==> config.mk <==
export PLATFORM = sky130hd
export DESIGN_NAME = fifo_read_ctrl_flat
export DESIGN_NICKNAME = d
export VERILOG_FILES = /design/src/rtl/fifo_pkg.sv /design/src/rtl/fifo_read_ctrl_if.sv /design/src/rtl/fifo_out_skid.sv /design/src/rtl/fifo_read_ctrl.sv /design/src/flat_wrapper.sv
export SDC_FILE = /design/constraint.sdc
export NUM_CORES = 1
export LEC_CHECK = 0
export BUFFER_PORTS_ARGS = -buffer_cell sky130_fd_sc_hd__buf_2
export CELL_PAD_IN_SITES_DETAIL_PLACEMENT = 0
export CELL_PAD_IN_SITES_GLOBAL_PLACEMENT = 1
export CORE_UTILIZATION = 27
export CTS_BUF_LIST = sky130_fd_sc_hd__clkbuf_16
export DETAILED_ROUTE_END_ITERATION = 8
export GPL_TIMING_DRIVEN = 0
export PLACE_DENSITY = 0.58
export SYNTH_ARGS = -nofsm -noshare
export SYNTH_HDL_FRONTEND = slang
export SYNTH_SLANG_ARGS = --single-unit
==> constraint.sdc <==
create_clock -name rclk -period 3.75 [get_ports rclk]
set_input_delay 0 -clock rclk [delete_from_list [all_inputs] [get_ports rclk]]
set_output_delay 0 -clock rclk [all_outputs]
set_load 0.1 [all_outputs]
==> src/rtl/fifo_pkg.sv <==
// Shared constants, Gray-code helpers and output-buffer state type for the async FIFO.
package fifo_pkg;

  localparam int DEF_ADDR_W = 3;
  localparam int DEF_DATA_W = 8;
  localparam int PTR_W      = DEF_ADDR_W + 1;

  typedef enum logic [1:0] {
    EMPTY = 2'd0,
    ONE   = 2'd1,
    TWO   = 2'd2
  } buf_state_t;

  function automatic logic [PTR_W-1:0] bin2gray(input logic [PTR_W-1:0] bin);
    return bin ^ (bin >> 1);
  endfunction

  // Each binary bit is the XOR of all Gray bits at or above it.
  function automatic logic [PTR_W-1:0] gray2bin(input logic [PTR_W-1:0] gray);
    logic [PTR_W-1:0] bin;
    bin[PTR_W-1] = gray[PTR_W-1];
    for (int i = PTR_W - 2; i >= 0; i--) begin
      bin[i] = bin[i+1] ^ gray[i];
    end
    return bin;
  endfunction

endpackage

==> src/rtl/fifo_read_ctrl_if.sv <==
// RAM read port plus FWFT output stream of the FIFO read side.
interface fifo_read_ctrl_if #(
  parameter int ADDR_W = 3,
  parameter int DATA_W = 8
);

  logic              ren;
  logic [ADDR_W-1:0] raddr;
  logic [DATA_W-1:0] rdata;
  logic [DATA_W-1:0] dout;
  logic              dout_valid;
  logic              rready;

  modport master (
    output ren, raddr, dout, dout_valid,
    input  rdata, rready
  );

  modport slave (
    input  ren, raddr, dout, dout_valid,
    output rdata, rready
  );

endinterface

==> src/rtl/fifo_out_skid.sv <==
// Two-entry FWFT output buffer: dout holds the oldest word, skid catches one in-flight word.
module fifo_out_skid
  import fifo_pkg::*;
#(
  parameter int DATA_W = DEF_DATA_W
) (
  input  logic              rclk,
  input  logic              rrst,
  input  logic              fetch,
  input  logic [DATA_W-1:0] rdata,
  input  logic              rready,
  output logic [DATA_W-1:0] dout,
  output logic              dout_valid,
  output logic              can_issue
);

  buf_state_t        state_reg, state_next;
  logic              fetch_pending_reg;
  logic [DATA_W-1:0] dout_reg, dout_next;
  logic [DATA_W-1:0] skid_reg, skid_next;
  logic [1:0]        held;
  logic [2:0]        occupancy;
  logic              pop;
  logic              arrive;

  assign dout_valid = (state_reg != EMPTY);
  assign dout       = dout_reg;
  assign pop        = dout_valid & rready;
  assign arrive     = fetch_pending_reg;

  // Words held plus the one already requested from RAM, less the one leaving now.
  assign occupancy = {1'b0, held} + {2'b00, fetch_pending_reg} - {2'b00, pop};
  assign can_issue = (occupancy < 3'd2);

  always_ff @(posedge rclk) begin
    if (rrst) begin
      state_reg         <= EMPTY;
      fetch_pending_reg <= 1'b0;
      dout_reg          <= '0;
      skid_reg          <= '0;
    end else begin
      state_reg         <= state_next;
      fetch_pending_reg <= fetch;
      dout_reg          <= dout_next;
      skid_reg          <= skid_next;
    end
  end

  always_comb begin
    state_next = state_reg;
    dout_next  = dout_reg;
    skid_next  = skid_reg;
    held       = 2'd0;
    case (state_reg)
      EMPTY: begin
        held = 2'd0;
        if (arrive) begin
          dout_next  = rdata;
          state_next = ONE;
        end
      end
      ONE: begin
        held = 2'd1;
        if (arrive && pop) begin
          dout_next = rdata;
        end else if (arrive) begin
          skid_next  = rdata;
          state_next = TWO;
        end else if (pop) begin
          state_next = EMPTY;
        end
      end
      TWO: begin
        held = 2'd2;
        if (pop) begin
          dout_next  = skid_reg;
          state_next = ONE;
        end
      end
      default: state_next = EMPTY;
    endcase
  end

endmodule

==> src/rtl/fifo_read_ctrl.sv <==
// Read-domain pointer controller of the async FIFO with FWFT output stage.
module fifo_read_ctrl
  import fifo_pkg::*;
#(
  parameter int ADDR_W        = DEF_ADDR_W,
  parameter int DATA_W        = DEF_DATA_W,
  parameter int AEMPTY_THRESH = 1
) (
  input  logic              rclk,
  input  logic              rrst,
  input  logic [ADDR_W:0]   wptr_gray_sync,
  output logic [ADDR_W:0]   rptr_gray,
  output logic              rempty,
  output logic [ADDR_W:0]   rlevel,
  output logic              ralmost_empty,
  fifo_read_ctrl_if.master  bus
);

  logic [ADDR_W:0] rptr_bin_reg, rptr_bin_next;
  logic [ADDR_W:0] rptr_gray_reg;
  logic [ADDR_W:0] rlevel_reg, rlevel_next;
  logic            ralmost_empty_reg;
  logic            can_issue;
  logic            ren;

  assign rempty = (rptr_gray_reg == wptr_gray_sync);
  assign ren    = ~rempty & ~rrst & can_issue;

  assign rptr_bin_next = rptr_bin_reg + {{ADDR_W{1'b0}}, ren};
  assign rlevel_next   = gray2bin(wptr_gray_sync) - rptr_bin_next;

  assign bus.ren       = ren;
  assign bus.raddr     = rptr_bin_reg[ADDR_W-1:0];
  assign rptr_gray     = rptr_gray_reg;
  assign rlevel        = rlevel_reg;
  assign ralmost_empty = ralmost_empty_reg;

  // Gray pointer is built from the next binary value so it never lags rptr_bin.
  always_ff @(posedge rclk) begin
    if (rrst) begin
      rptr_bin_reg      <= '0;
      rptr_gray_reg     <= '0;
      rlevel_reg        <= '0;
      ralmost_empty_reg <= 1'b1;
    end else begin
      rptr_bin_reg      <= rptr_bin_next;
      rptr_gray_reg     <= bin2gray(rptr_bin_next);
      rlevel_reg        <= rlevel_next;
      ralmost_empty_reg <= (rlevel_next <= (ADDR_W+1)'(AEMPTY_THRESH));
    end
  end

  fifo_out_skid #(
    .DATA_W (DATA_W)
  ) u_out_skid (
    .rclk       (rclk),
    .rrst       (rrst),
    .fetch      (ren),
    .rdata      (bus.rdata),
    .rready     (bus.rready),
    .dout       (bus.dout),
    .dout_valid (bus.dout_valid),
    .can_issue  (can_issue)
  );

endmodule

==> src/flat_wrapper.sv <==
// flat-port wrapper written by rule: the top's interface ports become plain ports
module fifo_read_ctrl_flat import fifo_pkg::*;
#(
  parameter int ADDR_W        = DEF_ADDR_W,
  parameter int DATA_W        = DEF_DATA_W,
  parameter int AEMPTY_THRESH = 1
)
  (rclk, rrst, wptr_gray_sync, rptr_gray, rempty, rlevel, ralmost_empty, bus_ren, bus_raddr, bus_dout, bus_dout_valid, bus_rdata, bus_rready);
  fifo_read_ctrl_if #(.ADDR_W(ADDR_W), .DATA_W(DATA_W)) bus_i ();
  input  logic rclk;
  input  logic rrst;
  input  logic [ADDR_W:0] wptr_gray_sync;
  output logic [ADDR_W:0] rptr_gray;
  output logic rempty;
  output logic [ADDR_W:0] rlevel;
  output logic ralmost_empty;
  output wire logic [$bits(bus_i.ren)-1:0] bus_ren;
  output wire logic [$bits(bus_i.raddr)-1:0] bus_raddr;
  output wire logic [$bits(bus_i.dout)-1:0] bus_dout;
  output wire logic [$bits(bus_i.dout_valid)-1:0] bus_dout_valid;
  input wire logic [$bits(bus_i.rdata)-1:0] bus_rdata;
  input wire logic [$bits(bus_i.rready)-1:0] bus_rready;
  assign bus_ren = bus_i.ren;
  assign bus_raddr = bus_i.raddr;
  assign bus_dout = bus_i.dout;
  assign bus_dout_valid = bus_i.dout_valid;
  assign bus_i.rdata = bus_rdata;
  assign bus_i.rready = bus_rready;
  fifo_read_ctrl #(.ADDR_W(ADDR_W), .DATA_W(DATA_W), .AEMPTY_THRESH(AEMPTY_THRESH)) u_core (.rclk(rclk), .rrst(rrst), .wptr_gray_sync(wptr_gray_sync), .rptr_gray(rptr_gray), .rempty(rempty), .rlevel(rlevel), .ralmost_empty(ralmost_empty), .bus(bus_i));
endmodule
==> metrics.txt <==
Primary FF master, synth=dfxtp_1; Initial Util=28.4%; YS warnings=0; top post-synthesis cells by area=dfxtp_1 (42%), nand2_1 (7.1%), ha_1 (6.0%), xor2_1 (6.0%), a311oi_1 (4.8%); initial antenna violation count=0; Post-Route WL=3.62 mm; die height=75.8 um; DRC=0; syn_area_per_cell=8.96 sq um; Max Cap Violations=0; DP Area=0.00182 sq mm; fmax=286 MHz; Reg-to-Reg End=u_core.ralmost_empty$_SDFF_PP1_; CP Max Fanout=10; setup ws final=251 ps; largest net degree at the start of global routing=11; worst path arrival time=3670 ps; IO Port Bufs=37; Via density=4.39; first-pass GRT wire length=5.89 mm; Total GRT Usage=14.4%; NumNets Final=240; H-tree levels=2; Clock Skew=3.09 ps; Hold Vio Cnt, Final=0; status=finished clean; cell taking the most area after synthesis=dfxtp_1; Sw Ratio=47.4%; Final ANT Viol Nets=0; antenna cell count=0; most common cell in the netlist=dfxtp_1; Post-synth ARST share=0%; Final Cell Area=0.00209 sq mm; Worst Hold Endpoint=u_core.u_out_skid.skid_reg[6]$_SDFFE_PP0P_; Min-Delay Path Depth=3; Synth top area share=42.2%; CTS tree=done; worst rel slew slack=62.1%; share of layout cells above drive strength 1=30.7%; detailed-route wire length per cell=12.6 um; RSZ-0062 raised after global routing=false; reg2reg setup slack=250 ps; Site Rows=26; FF+latch count, synth=31; post-DP HPWL=2.54 mm; clk sinks=31; EDFF count, synth=0; Die X=75.8 um; hold_sp=bus_rdata[6]; clk buf depth=2; Final Setup Violations=0; Yosys cell types=29; post-synthesis sequential area ratio=42.2%; Reg clk slew, reported paths=50 ps; Least-Margin Pin Slew=569 ps; Psw=0.817 mW; Peak VDD IR=292 uV; Crit. End Element=flop; die area=0.00574 sq mm; initial drt markers=52; power density over the cells=825 mW/mm^2; final slew viol count=0; drt first pass iters=5; Total Power=1.73 mW; reg2reg path depth=14; Syn Inst Count=164; total number of vias=1263; final worst path period need=3500 ps; Overflow after GRT=0; Finished Layout Cells=288; dpl cells=271; Core Footprint=0.00517 sq mm; GP Congestion=0.744; area grow syn2layout=42.2%; Post-synth top cells=dfxtp_1 (31), nand2_1 (28), nor2_1 (18); worst skew pair latency=280 ps; Comb pwr share=49.0%; Netlist Area Pre-Place=0.00147 sq mm; setup TNS=0 ps; Reg power frac=24.8%; CTS Root Cell=clkbuf_16; Hold Crit Class=in2reg; reg2reg start=u_core.u_out_skid.state_reg[0]$_SDFFE_PP0P_; Worst setup SP type=flop; internal power=0.909 mW; clock power share=26.1%; Num CTS Buffers=5; syn nets=187; pre-CTS setup slack=-271 ps; vias in the first global route=1258; I/O pin count=38; Required @ worst endpoint=3920 ps; Pleak=0.926 nW; Crit Path Category=reg2reg; part of the cycle the worst path needs=93.3%
==> worst max path at each step <==
| stage | startpoint | end | slack, ps | depth (start not counted) |
|---|---|---|---|---|
| 6_report | u_core.u_out_skid.state_reg[0]$_SDFFE_PP0P_ | u_core.ralmost_empty$_SDFF_PP1_ | 250 | 14 |
| 5_1_grt | u_core.u_out_skid.state_reg[0]$_SDFFE_PP0P_ | u_core.ralmost_empty$_SDFF_PP1_ | 50 | 14 |
| 4_1_cts | u_core.u_out_skid.state_reg[0]$_SDFFE_PP0P_ | u_core.ralmost_empty$_SDFF_PP1_ | 30 | 14 |
| 3_5_place_dp | u_core.u_out_skid.state_reg[0]$_SDFFE_PP0P_ | u_core.ralmost_empty$_SDFF_PP1_ | -270 | 14 |
| 3_3_place_gp | u_core.u_out_skid.state_reg[0]$_SDFFE_PP0P_ | u_core.ralmost_empty$_SDFF_PP1_ | -250 | 14 |
| 2_1_floorplan | u_core.u_out_skid.state_reg[1]$_SDFFE_PP0P_ | u_core.ralmost_empty$_SDFF_PP1_ | -3070 | 15 |
==> power by group through the flow <==
stage               Sequential (mW)  Clock, mW  Combinational (mW)
CTS                           0.430      0.463               0.854
global placement              0.435          0               0.838
detailed placement            0.437          0               0.842
global route                  0.438      0.476               0.902
floorplan                     0.821          0               0.323
finish                        0.428      0.451               0.846
==> per-layer routing <==
layer,track usage (%),vias up,wire (um)
li1,-,657,-
met1,15.3,568,1600
met2,25.6,32,1750
met3,5.56,6,208
met4,5.76,0,61
met5,0,-,0
==> worst max-delay path, stage by stage (launching register included) <==
cell      delay (ps)
dfxtp_1          340
nor2b_1          210
clkbuf_2         290
nand2_2           90
fa_2             370
xnor2_2          150
nor4b_2          340
ha_1             300
ha_4             180
xnor2_2           90
ha_1             350
a21bo_2          240
o221ai_2         140
xnor2_1          110
a31o_1           170
==> area by class of cell <==
cell class | instances | area, sq um
Buffer | 9 | 50.0
Clock buffer | 5 | 125
Clock inverter | 3 | 38.8
Fill cell | 519 | 3080
Inverter | 7 | 28.8
Multi-Input combinational cell | 117 | 862
Sequential cell | 31 | 623
Tap cell | 70 | 87.6
Timing Repair Buffer | 46 | 275
==> cells in the final DEF, fill, tap and decap left out, types with 2 or more instances in the layout <==
master	n
a21oi_1	10
nor3_1	2
nand2_1	26
ha_1	5
inv_1	6
nor2_1	18
nand2b_1	2
clkbuf_16	5
nor2b_1	4
dfxtp_2	2
ha_4	2
dfxtp_1	29
a311oi_1	8
xnor2_2	3
nand3_1	9
xor2_1	10
xnor2_1	2
dlygate4sd3_1	9
clkbuf_1	5
buf_2	38
==> through the flow <==
stage | hold WS (ps) | util (%)
global route | 25.5 | 40.4
detailed placement | 229 | 35.3
floorplan | 69.4 | -
finish | 0.416 | 40.4
CTS | 0.241 | 40.3
global placement | 228 | 35.3
==> cells by family after synthesis <==
family	Yosys count	share of synthesized area [%]
buf+inv	16	4.26
flops	31	42.2
simple gates	68	20.5
fa+ha+maj	8	7.32
compound gates	24	13.3
xor+xnor	17	12.4
==> repair_timing <==
item	in CTS	in global routing
cloned	0	0
endpoints found under the setup margin	3	3
buffers inserted	0	0
hold buffers	9	0
hold endpoints to repair	14	0
resized for setup	2	4
(Power assumes the default switching activity.)
